## config.mk

```make
export PLATFORM = sky130hd
export DESIGN_NAME = everloop_frame_buffer_flat
export DESIGN_NICKNAME = d
export VERILOG_FILES = /design/src/rtl/everloop_frame_buffer_if.sv /design/src/rtl/everloop_frame_buffer.sv /design/src/flat_wrapper.sv
export SDC_FILE = /design/constraint.sdc
export NUM_CORES = 2
export LEC_CHECK = 0
export BUFFER_PORTS_ARGS = -buffer_cell sky130_fd_sc_hd__buf_2
export CORE_ASPECT_RATIO = 1.2
export CORE_MARGIN = 1.5
export CORE_UTILIZATION = 55
export DETAILED_ROUTE_END_ITERATION = 6
export PLACE_DENSITY = 0.71
export SLEW_MARGIN = 15
export SYNTH_ARGS = -nofsm -noshare
export SYNTH_HDL_FRONTEND = slang
export SYNTH_SLANG_ARGS = --single-unit
```

## constraint.sdc

```tcl
create_clock -name clk -period 3.1 [get_ports clk]
set_clock_uncertainty 0.05 [all_clocks]
set_input_delay 0.155 -clock clk [delete_from_list [all_inputs] [get_ports clk]]
set_output_delay 0.155 -clock clk [all_outputs]
set_load 0.01 [all_outputs]
```

## src/rtl/everloop_frame_buffer_if.sv

```systemverilog
// -----------------------------------------------------------------------------
// everloop_frame_buffer_if
//
// Bus bundle between host logic, the everloop frame buffer and the downstream
// LED serializer.
//
//   wr_en     host write strobe, one write per cycle
//   wr_addr   LED index to write
//   wr_data   colour {R[23:16], G[15:8], B[7:0]}
//   commit    one-cycle pulse: back bank becomes front at next frame start
//   pix_data  GRB word {G,R,B} to the serializer
//   pix_valid pix_data valid
//   pix_ready serializer accepts the word when high together with pix_valid
//
// Modports:
//   master - host / serializer side (drives writes and pix_ready)
//   slave  - frame buffer side (drives the pixel stream)
// -----------------------------------------------------------------------------
interface everloop_frame_buffer_if #(
    parameter int ADDR_W = 6
);
    logic              wr_en;
    logic [ADDR_W-1:0] wr_addr;
    logic [23:0]       wr_data;
    logic              commit;
    logic [23:0]       pix_data;
    logic              pix_valid;
    logic              pix_ready;

    modport master (
        output wr_en, wr_addr, wr_data, commit, pix_ready,
        input  pix_data, pix_valid
    );

    modport slave (
        input  wr_en, wr_addr, wr_data, commit, pix_ready,
        output pix_data, pix_valid
    );
endinterface

```

## src/rtl/everloop_frame_buffer.sv

```systemverilog
// -----------------------------------------------------------------------------
// everloop_frame_buffer
//
// Double-buffered colour store for the everloop LED ring. The host writes RGB
// colours into the back bank and pulses commit; at the next refresh tick that
// starts a frame the banks swap. Every REFRESH_DIV cycles (when frame_en is
// high) the front bank is streamed LED 0 first as 24-bit GRB words over a
// valid/ready handshake. The idle time between frames is the strip latch gap.
//
// Ports:
//   clk         system clock
//   rst         asynchronous, active-low reset
//   bus         everloop_frame_buffer_if.slave (host writes + pixel stream)
//   frame_en    1 = periodic refresh enabled
//   busy        frame transmission in progress
//   frame_done  one-cycle pulse after the last LED word is accepted
//   overrun     sticky; a refresh tick arrived while a frame was in flight
// -----------------------------------------------------------------------------
module everloop_frame_buffer #(
    parameter int N_LEDS      = 35,
    parameter int ADDR_W      = 6,
    parameter int REFRESH_DIV = 1000000
) (
    input  logic                          clk,
    input  logic                          rst,
    everloop_frame_buffer_if.slave        bus,
    input  logic                          frame_en,
    output logic                          busy,
    output logic                          frame_done,
    output logic                          overrun
);

    // Bank depth covers the whole index space so any index addresses an entry
    // directly; entries at or above N_LEDS are never written or read.
    localparam int DEPTH = 1 << ADDR_W;
    localparam int CNT_W = (REFRESH_DIV > 1) ? $clog2(REFRESH_DIV) : 1;

    localparam logic [CNT_W-1:0]  CNT_MAX  = CNT_W'(REFRESH_DIV - 1);
    localparam logic [ADDR_W-1:0] LAST_IDX = ADDR_W'(N_LEDS - 1);
    localparam logic [ADDR_W:0]   N_LEDS_X = (ADDR_W + 1)'(N_LEDS);

    localparam logic [1:0] S_IDLE = 2'd0;
    localparam logic [1:0] S_LOAD = 2'd1;
    localparam logic [1:0] S_SEND = 2'd2;
    localparam logic [1:0] S_DONE = 2'd3;

    // -------------------------------------------------------------------------
    // State
    // -------------------------------------------------------------------------
    logic [1:0]        state_q,     state_d;
    logic [ADDR_W-1:0] idx_q,       idx_d;
    logic [CNT_W-1:0]  cnt_q,       cnt_d;
    logic              front_sel_q, front_sel_d;
    logic              pend_q,      pend_d;
    logic              overrun_q,   overrun_d;
    logic [23:0]       pix_data_q,  pix_data_d;
    logic              pix_valid_q, pix_valid_d;

    logic [23:0] bank0_q [DEPTH];
    logic [23:0] bank1_q [DEPTH];

    logic        tick;
    logic        wr_in_range;
    logic [23:0] front_word;

    assign tick        = (cnt_q == CNT_MAX);
    assign wr_in_range = ({1'b0, bus.wr_addr} < N_LEDS_X);
    assign front_word  = front_sel_q ? bank1_q[idx_q] : bank0_q[idx_q];

    // -------------------------------------------------------------------------
    // Colour RAM: host writes always land in the back bank, so the bank being
    // streamed is never modified mid-frame.
    // -------------------------------------------------------------------------
    // NOTE: the RAM has no reset branch; resetting storage would prevent RAM
    // inference and its contents are defined only by host writes anyway.
    always_ff @(posedge clk) begin
        if (bus.wr_en && wr_in_range) begin
            if (front_sel_q) begin
                bank0_q[bus.wr_addr] <= bus.wr_data;
            end else begin
                bank1_q[bus.wr_addr] <= bus.wr_data;
            end
        end
    end

    // -------------------------------------------------------------------------
    // Next-state logic
    // -------------------------------------------------------------------------
    // NOTE: every signal assigned below gets a default first, so no path can
    // leave one unassigned and infer a latch.
    always_comb begin
        state_d     = state_q;
        idx_d       = idx_q;
        cnt_d       = tick ? '0 : cnt_q + 1'b1;
        front_sel_d = front_sel_q;
        pend_d      = pend_q | bus.commit;
        overrun_d   = overrun_q;
        pix_data_d  = pix_data_q;
        pix_valid_d = pix_valid_q;

        // A tick is only consumed from IDLE; anywhere else it is dropped.
        if (tick && (state_q != S_IDLE)) begin
            overrun_d = 1'b1;
        end

        case (state_q)
            S_IDLE: begin
                if (tick && frame_en) begin
                    state_d = S_LOAD;
                    idx_d   = '0;
                    // Swap at frame start; a commit in this very cycle is kept
                    // pending for the following frame.
                    if (pend_q) begin
                        front_sel_d = ~front_sel_q;
                        pend_d      = bus.commit;
                    end
                end
            end
            S_LOAD: begin
                // Registered read of front[idx], reordered RGB -> GRB.
                pix_data_d  = {front_word[15:8], front_word[23:16], front_word[7:0]};
                pix_valid_d = 1'b1;
                state_d     = S_SEND;
            end
            S_SEND: begin
                if (bus.pix_ready) begin
                    pix_valid_d = 1'b0;
                    if (idx_q == LAST_IDX) begin
                        state_d = S_DONE;
                    end else begin
                        idx_d   = idx_q + 1'b1;
                        state_d = S_LOAD;
                    end
                end
            end
            S_DONE: begin
                state_d = S_IDLE;
            end
            default: begin
                state_d = S_IDLE;
            end
        endcase
    end

    // -------------------------------------------------------------------------
    // State registers
    // -------------------------------------------------------------------------
    // NOTE: sequential state uses non-blocking assignments so every register
    // samples the pre-edge values regardless of statement order.
    always_ff @(posedge clk or negedge rst) begin
        if (!rst) begin
            state_q     <= S_IDLE;
            idx_q       <= '0;
            cnt_q       <= '0;
            front_sel_q <= 1'b0;
            pend_q      <= 1'b0;
            overrun_q   <= 1'b0;
            pix_data_q  <= '0;
            pix_valid_q <= 1'b0;
        end else begin
            state_q     <= state_d;
            idx_q       <= idx_d;
            cnt_q       <= cnt_d;
            front_sel_q <= front_sel_d;
            pend_q      <= pend_d;
            overrun_q   <= overrun_d;
            pix_data_q  <= pix_data_d;
            pix_valid_q <= pix_valid_d;
        end
    end

    // -------------------------------------------------------------------------
    // Outputs (all decoded from registers)
    // -------------------------------------------------------------------------
    assign bus.pix_data  = pix_data_q;
    assign bus.pix_valid = pix_valid_q;
    assign busy          = (state_q == S_LOAD) || (state_q == S_SEND);
    assign frame_done    = (state_q == S_DONE);
    assign overrun       = overrun_q;

endmodule

```

## src/flat_wrapper.sv

```systemverilog
// flat-port wrapper written by rule: the top's interface ports become plain ports
module everloop_frame_buffer_flat 
#(
    parameter int N_LEDS      = 35,
    parameter int ADDR_W      = 6,
    parameter int REFRESH_DIV = 1000000
)
  (clk, rst, frame_en, busy, frame_done, overrun, bus_wr_en, bus_wr_addr, bus_wr_data, bus_commit, bus_pix_ready, bus_pix_data, bus_pix_valid);
  everloop_frame_buffer_if #(.ADDR_W(ADDR_W)) bus_i ();
  input  logic clk;
  input  logic rst;
  input  logic frame_en;
  output logic busy;
  output logic frame_done;
  output logic overrun;
  input wire logic [$bits(bus_i.wr_en)-1:0] bus_wr_en;
  input wire logic [$bits(bus_i.wr_addr)-1:0] bus_wr_addr;
  input wire logic [$bits(bus_i.wr_data)-1:0] bus_wr_data;
  input wire logic [$bits(bus_i.commit)-1:0] bus_commit;
  input wire logic [$bits(bus_i.pix_ready)-1:0] bus_pix_ready;
  output wire logic [$bits(bus_i.pix_data)-1:0] bus_pix_data;
  output wire logic [$bits(bus_i.pix_valid)-1:0] bus_pix_valid;
  assign bus_i.wr_en = bus_wr_en;
  assign bus_i.wr_addr = bus_wr_addr;
  assign bus_i.wr_data = bus_wr_data;
  assign bus_i.commit = bus_commit;
  assign bus_i.pix_ready = bus_pix_ready;
  assign bus_pix_data = bus_i.pix_data;
  assign bus_pix_valid = bus_i.pix_valid;
  everloop_frame_buffer #(.N_LEDS(N_LEDS), .ADDR_W(ADDR_W), .REFRESH_DIV(REFRESH_DIV)) u_core (.clk(clk), .rst(rst), .bus(bus_i), .frame_en(frame_en), .busy(busy), .frame_done(frame_done), .overrun(overrun));
endmodule
```

# Word-level counts from Yosys, hierarchy flattened
# Memory sizes are Yosys's and may differ from the RTL's.
# Index checks and enable logic that the tools add are counted.
# W data, S select, Z words.
# word_totals
mem_bits_rw	3072
inputBits	36
output_inout_bits	28
word_cells	56
regBits	56
n_memories	2
# op_classes
mux	21
eq_ne	8
n_lt_le_gt_ge	1
bitwise	2
reduce_logical	12
n_addsub	2
# memory_table
memory	words	word_bits	rd	rd_clocked_by_memory_dff	wr	line	text
u_core.bank0_q	64	24	1	0	1	everloop_frame_buffer.sv:59	logic [23:0] bank0_q [DEPTH];
u_core.bank1_q	64	24	1	0	1	everloop_frame_buffer.sv:60	logic [23:0] bank1_q [DEPTH];
# op_table
operator	count
$mux W24	1
$add A20 B1 Y20 const B	1
$eq A20 B20 Y1 const B	1
$mux W20	1
$mux W6	3
$pmux W6 S2	1
$mux W1	10
$pmux W2 S4	1
$add A6 B1 Y6 const B	1
$eq A6 B6 Y1 const B	1
$lt A6 B6 Y1 const B	1
$mux W2	3
$reduce_bool A2 Y1	3
$eq A2 B2 Y1 const B	2
$ne A2 B2 Y1 const B	2
$reduce_and A2 Y1	2
$reduce_and A4 Y1	1
$logic_and A1 B1 Y1	3
$reduce_and A3 Y1	1
$eq A2 B1 Y1 const B	1
$logic_not A2 Y1	1
$ne A2 B1 Y1 const B	1
$pmux W1 S2	1
$logic_or A1 B1 Y1	1
other kinds (2)	2

# Depth between registers and ports, before layout
# depth
ltp_word	4
ltp_mapped	12

# Worst setup path before layout
# Ideal clock, no wire load.
# synth_timing
path_kind	reg2reg
start	register u_core.front_sel_q
end	memory u_core.bank0_q[16][0], enable pin
n_path_buf	2
path_slack_ns	0.359
arrival_ns	2.286
period_less_slack_ns	2.741
setup_time_ns	0.405
path_stages_with_launch	5
cell_sequence	dfrtp_1 > clkbuf_1 > clkbuf_1 > nand3_1 > nor2_1
# synth_between
elab_chain_len	3
# synth_rtl
element	line	text
from (decl)	everloop_frame_buffer.sv:53	logic front_sel_q, front_sel_d;
from (signal assigned)	everloop_frame_buffer.sv:164	front_sel_q <= front_sel_d;
$mux W1	everloop_frame_buffer.sv:78	if (front_sel_q) begin
$mux W1	everloop_frame_buffer.sv:77	if (bus.wr_en && wr_in_range) begin
$mux W1 (not written as such)	everloop_frame_buffer.sv:79	bank0_q[bus.wr_addr] <= bus.wr_data;
to (decl)	everloop_frame_buffer.sv:59	
# No other way between the ends.

# Worst setup path after layout
# layout_timing
start	register u_core.idx_q[0]
end	register u_core.pix_data_q[17] (netlist: u_core.bus.pix_data[17])
# layout_between
elab_chain_len	2
elab_cells_between_ends	3
classes_between	1 x mux; 2 x memory
# layout_rtl
element	line	text
from (decl)	everloop_frame_buffer.sv:51	logic [ADDR_W-1:0] idx_q, idx_d;
from (signal assigned)	everloop_frame_buffer.sv:162	idx_q <= idx_d;
$mem_v2 Z64 W24, on equally long branches	n/a	
$mux W24 (*)	everloop_frame_buffer.sv:68	assign front_word = front_sel_q ? bank1_q[idx_q] : bank0_q[idx_q];
to (signal assigned)	everloop_frame_buffer.sv:167	pix_data_q <= pix_data_d;
to (decl)	everloop_frame_buffer.sv:56	logic [23:0] pix_data_q, pix_data_d;
# Mark *: on every way between the ends. The rest lies on a longest branch, timed or not.
# A chain may end at the register's enable or synchronous reset.

==> results.json <==
{
  "status": "complete, but fails checks",
  "violations": "DRC",
  "grt_use_total": 0.265,
  "clk_latency_ps": 960,
  "period_share": 0.998,
  "cts-buffers-inserted": 311,
  "path_buf_inv": 4,
  "hold_violations": 0,
  "final_util": 0.661,
  "vias_per_cell": 5.89,
  "grt_pass1_vias": 62400,
  "hpwl_microns": 171000,
  "critPathMaxFanout": 18,
  "clockBufferDepth": 4,
  "fin_tns_setup_ps": 0,
  "ys_seq_area_frac": 0.785,
  "ys_warn_count": 0,
  "ant_nets": 0,
  "root_buffer": "clkbuf_16",
  "area_growth_pct": 19.6,
  "fin_cells": 10400,
  "clkTransAtPathRegs_ps": 60,
  "crit_path_start_kind": "flop",
  "dpl_cell_area_sq_um": 132000,
  "syn-cell-area_sq_um": 119000,
  "min_path_type": "primary input to flop",
  "setup_viol": 0,
  "grt_max_degree": 129,
  "rrSetupSlack_ps": 6,
  "crit_type": "flop to flop",
  "syn-mean-instance-area_sq_um": 22.3,
  "layout.nets": 7392,
  "r2r-end": "u_core.bus.pix_data[17]",
  "route.detailed.drc": 1,
  "place_inst": 9822,
  "leakagePower_nw": 47.6,
  "cp.required_ps": 3870,
  "ys_types": 70,
  "synth_cells": 5357,
  "grt_pass1_wl_microns": 417000,
  "first_iter_violations": 7394,
  "crit_slowest_cell": "dfrtp_4",
  "p_per_area_nw_per_um2": 604,
  "layout_commonest_cell": "edfxtp_1",
  "drive_gt1_frac": 0.234,
  "ys_seq_elements": 3128,
  "rows": 187,
  "die_y_microns": 513,
  "clock-sinks": 3128,
  "critical_path.top_delay_family": "compound AO/OA/AOI/OAI gates",
  "io-pin-count": 64,
  "cts_tree": "yes",
  "die_w_microns": 428,
  "final_cell_mix": "edfxtp_1 (3072), conb_1 (1392), mux4_2 (656)",
  "worst_pin_slew_ps": 1130,
  "coreArea_sq_um": 216000,
  "gp_congestion": 0.838,
  "totalWireLength_microns": 289000,
  "end_kind": "flop",
  "drv_slew": 0,
  "dieArea_sq_um": 220000,
  "port_buffers": 63,
  "fmax_ghz": 0.323,
  "holdWs_ps": 101,
  "reg2reg_from": "u_core.idx_q[0]",
  "relSlewSlack": 0.247,
  "critPathArrivalTime_ps": 3860,
  "yosys.area.top_type": "edfxtp_1",
  "whs_endpoint": "u_core.bank1_q[34][13]",
  "synth_top_area_frac": 0.774,
  "ys.flop_type": "edfxtp_1",
  "synth_edf_count": 3072,
  "path_cells": "buf_4, bufbuf_16, or3b_2, buf_6, o221ai_1, a21oi_1, a21oi_2, buf_4, a211oi_2, o31ai_1",
  "htree_levels": 5,
  "ys_top_cells_by_area": "edfxtp_1 (77%), mux4_2 (12%), mux2i_1 (2.2%)",
  "num_vias": 61300,
  "rsz0062_at_grt": "yes",
  "drt-pass1-iter-count": 7,
  "antenna_found_initial": 9,
  "whs_path_depth": 3,
  "gr-total-overflow": 0,
  "cap_violations": 0,
  "cpPeakStageDelay_ps": 540,
  "cp_common_cell": "buf_4",
  "post-route-min-period_ps": 3090,
  "final_area_sq_um": 143000,
  "initial_core_util": 0.552,
  "post_drt_wl_per_cell_microns": 27.8,
  "r2r_cells": 10,
  "async_flop_share": 0.0179,
  "min-delay-start": "bus_wr_addr[0]",
  "ir_worst_vdd_mv": 0.552
}
-- synth_stat cells (all sizes together) (22+ instances only) --
master  count
mux4      656
o22ai      99
a22o       58
a211oi     82
dfrtp      56
nor2      116
o221ai     32
a21oi      80
nand2     100
edfxtp   3072
a221oi     25
buf       197
nor3       31
a22oi     140
mux2i     265
clkbuf    105
o21ai      24
o31ai      22
-- state kept, by name, indices dropped and copies added, names as in the netlist, 2 cells and up --
| signal | flops |
|---|---|
| u_core.bus.pix_data | 24 |
| u_core.state_q | 2 |
| u_core.idx_q | 6 |
| u_core.cnt_q | 20 |
| u_core.bank0_q | 1536 |
| u_core.bank1_q | 1536 |
-- worst reg2reg max path, stage by stage, from the launching register on --
cell	delay, ps
dfrtp_4	540
buf_4	190
bufbuf_16	320
or3b_2	520
buf_6	200
o221ai_1	240
a21oi_1	160
a21oi_2	290
buf_4	160
a211oi_2	60
o31ai_1	260
-- layer usage --
layer,track usage,wire length [microns],vias up
met5,0,24,-
li1,-,-,25500
met1,0.352,108000,32100
met2,0.441,145000,3177
met3,0.0471,25500,550
met4,0.102,11100,4
-- layout make-up --
type                            count  area (sq um)
Sequential cell                  3128         93700
Fill cell                       13900         73300
Multi-Input combinational cell   3307         29600
Clock buffer                      392          8200
Timing Repair Buffer              589          6260
Tap cell                         2835          3550
Clock inverter                    144          1300
Inverter                           11          41.3
Antenna cell                        3          7.51
-- where the power goes --
part           switching (mW)  total [mW]  internal [mW]
Clock                    15.1        35.7           20.6
Combinational            1.25        1.85          0.599
Sequential              0.381        48.6           48.2
-- per-stage QoR --
stage	setup WS (ps)	total power [mW]
2_1_floorplan	359	50.1
3_3_place_gp	-537	51.0
3_5_place_dp	-571	51.2
4_1_cts	-28.0	86.7
5_1_grt	-36.5	88.5
6_report	6.39	86.1
-- logic make-up after synthesis --
logic type,after synthesis,share of synthesized area
adder cells (fa/ha/maj),8,0.000839
multiplexers,929,0.147
buffers and inverters,313,0.0146
flip-flops,3128,0.785
other,1,0.0000314
AND/OR/NAND/NOR,339,0.0134
AO/OA/AOI/OAI,624,0.0378
XOR/XNOR,15,0.00110
-- how the worst max path moves through the flow --
stage	slack, ps	end	depth (start not counted)	from
after floorplan	360	u_core.bank0_q[16][0]	4	u_core.front_sel_q
after global placement	-540	u_core.bus.pix_data[11]	10	u_core.idx_q[0]
after detailed placement	-570	u_core.bus.pix_data[11]	10	u_core.idx_q[0]
after CTS	-30	u_core.bus.pix_data[11]	10	u_core.idx_q[0]
after global routing	-40	u_core.bus.pix_data[21]	8	u_core.idx_q[0]
final	6	u_core.bus.pix_data[17]	10	u_core.idx_q[0]
-- timing repair --
action                                  in CTS  in global routing
hold buffers                                34                  0
gates cloned                                 2                  2
pin swaps                                    6                  6
resized for setup                           35                 38
endpoints found under the setup margin      11                 20
hold endpoints to repair                  2397                  0
buffers inserted                            10                  1
No activity file was read; power rests on OpenSTA's default activity.
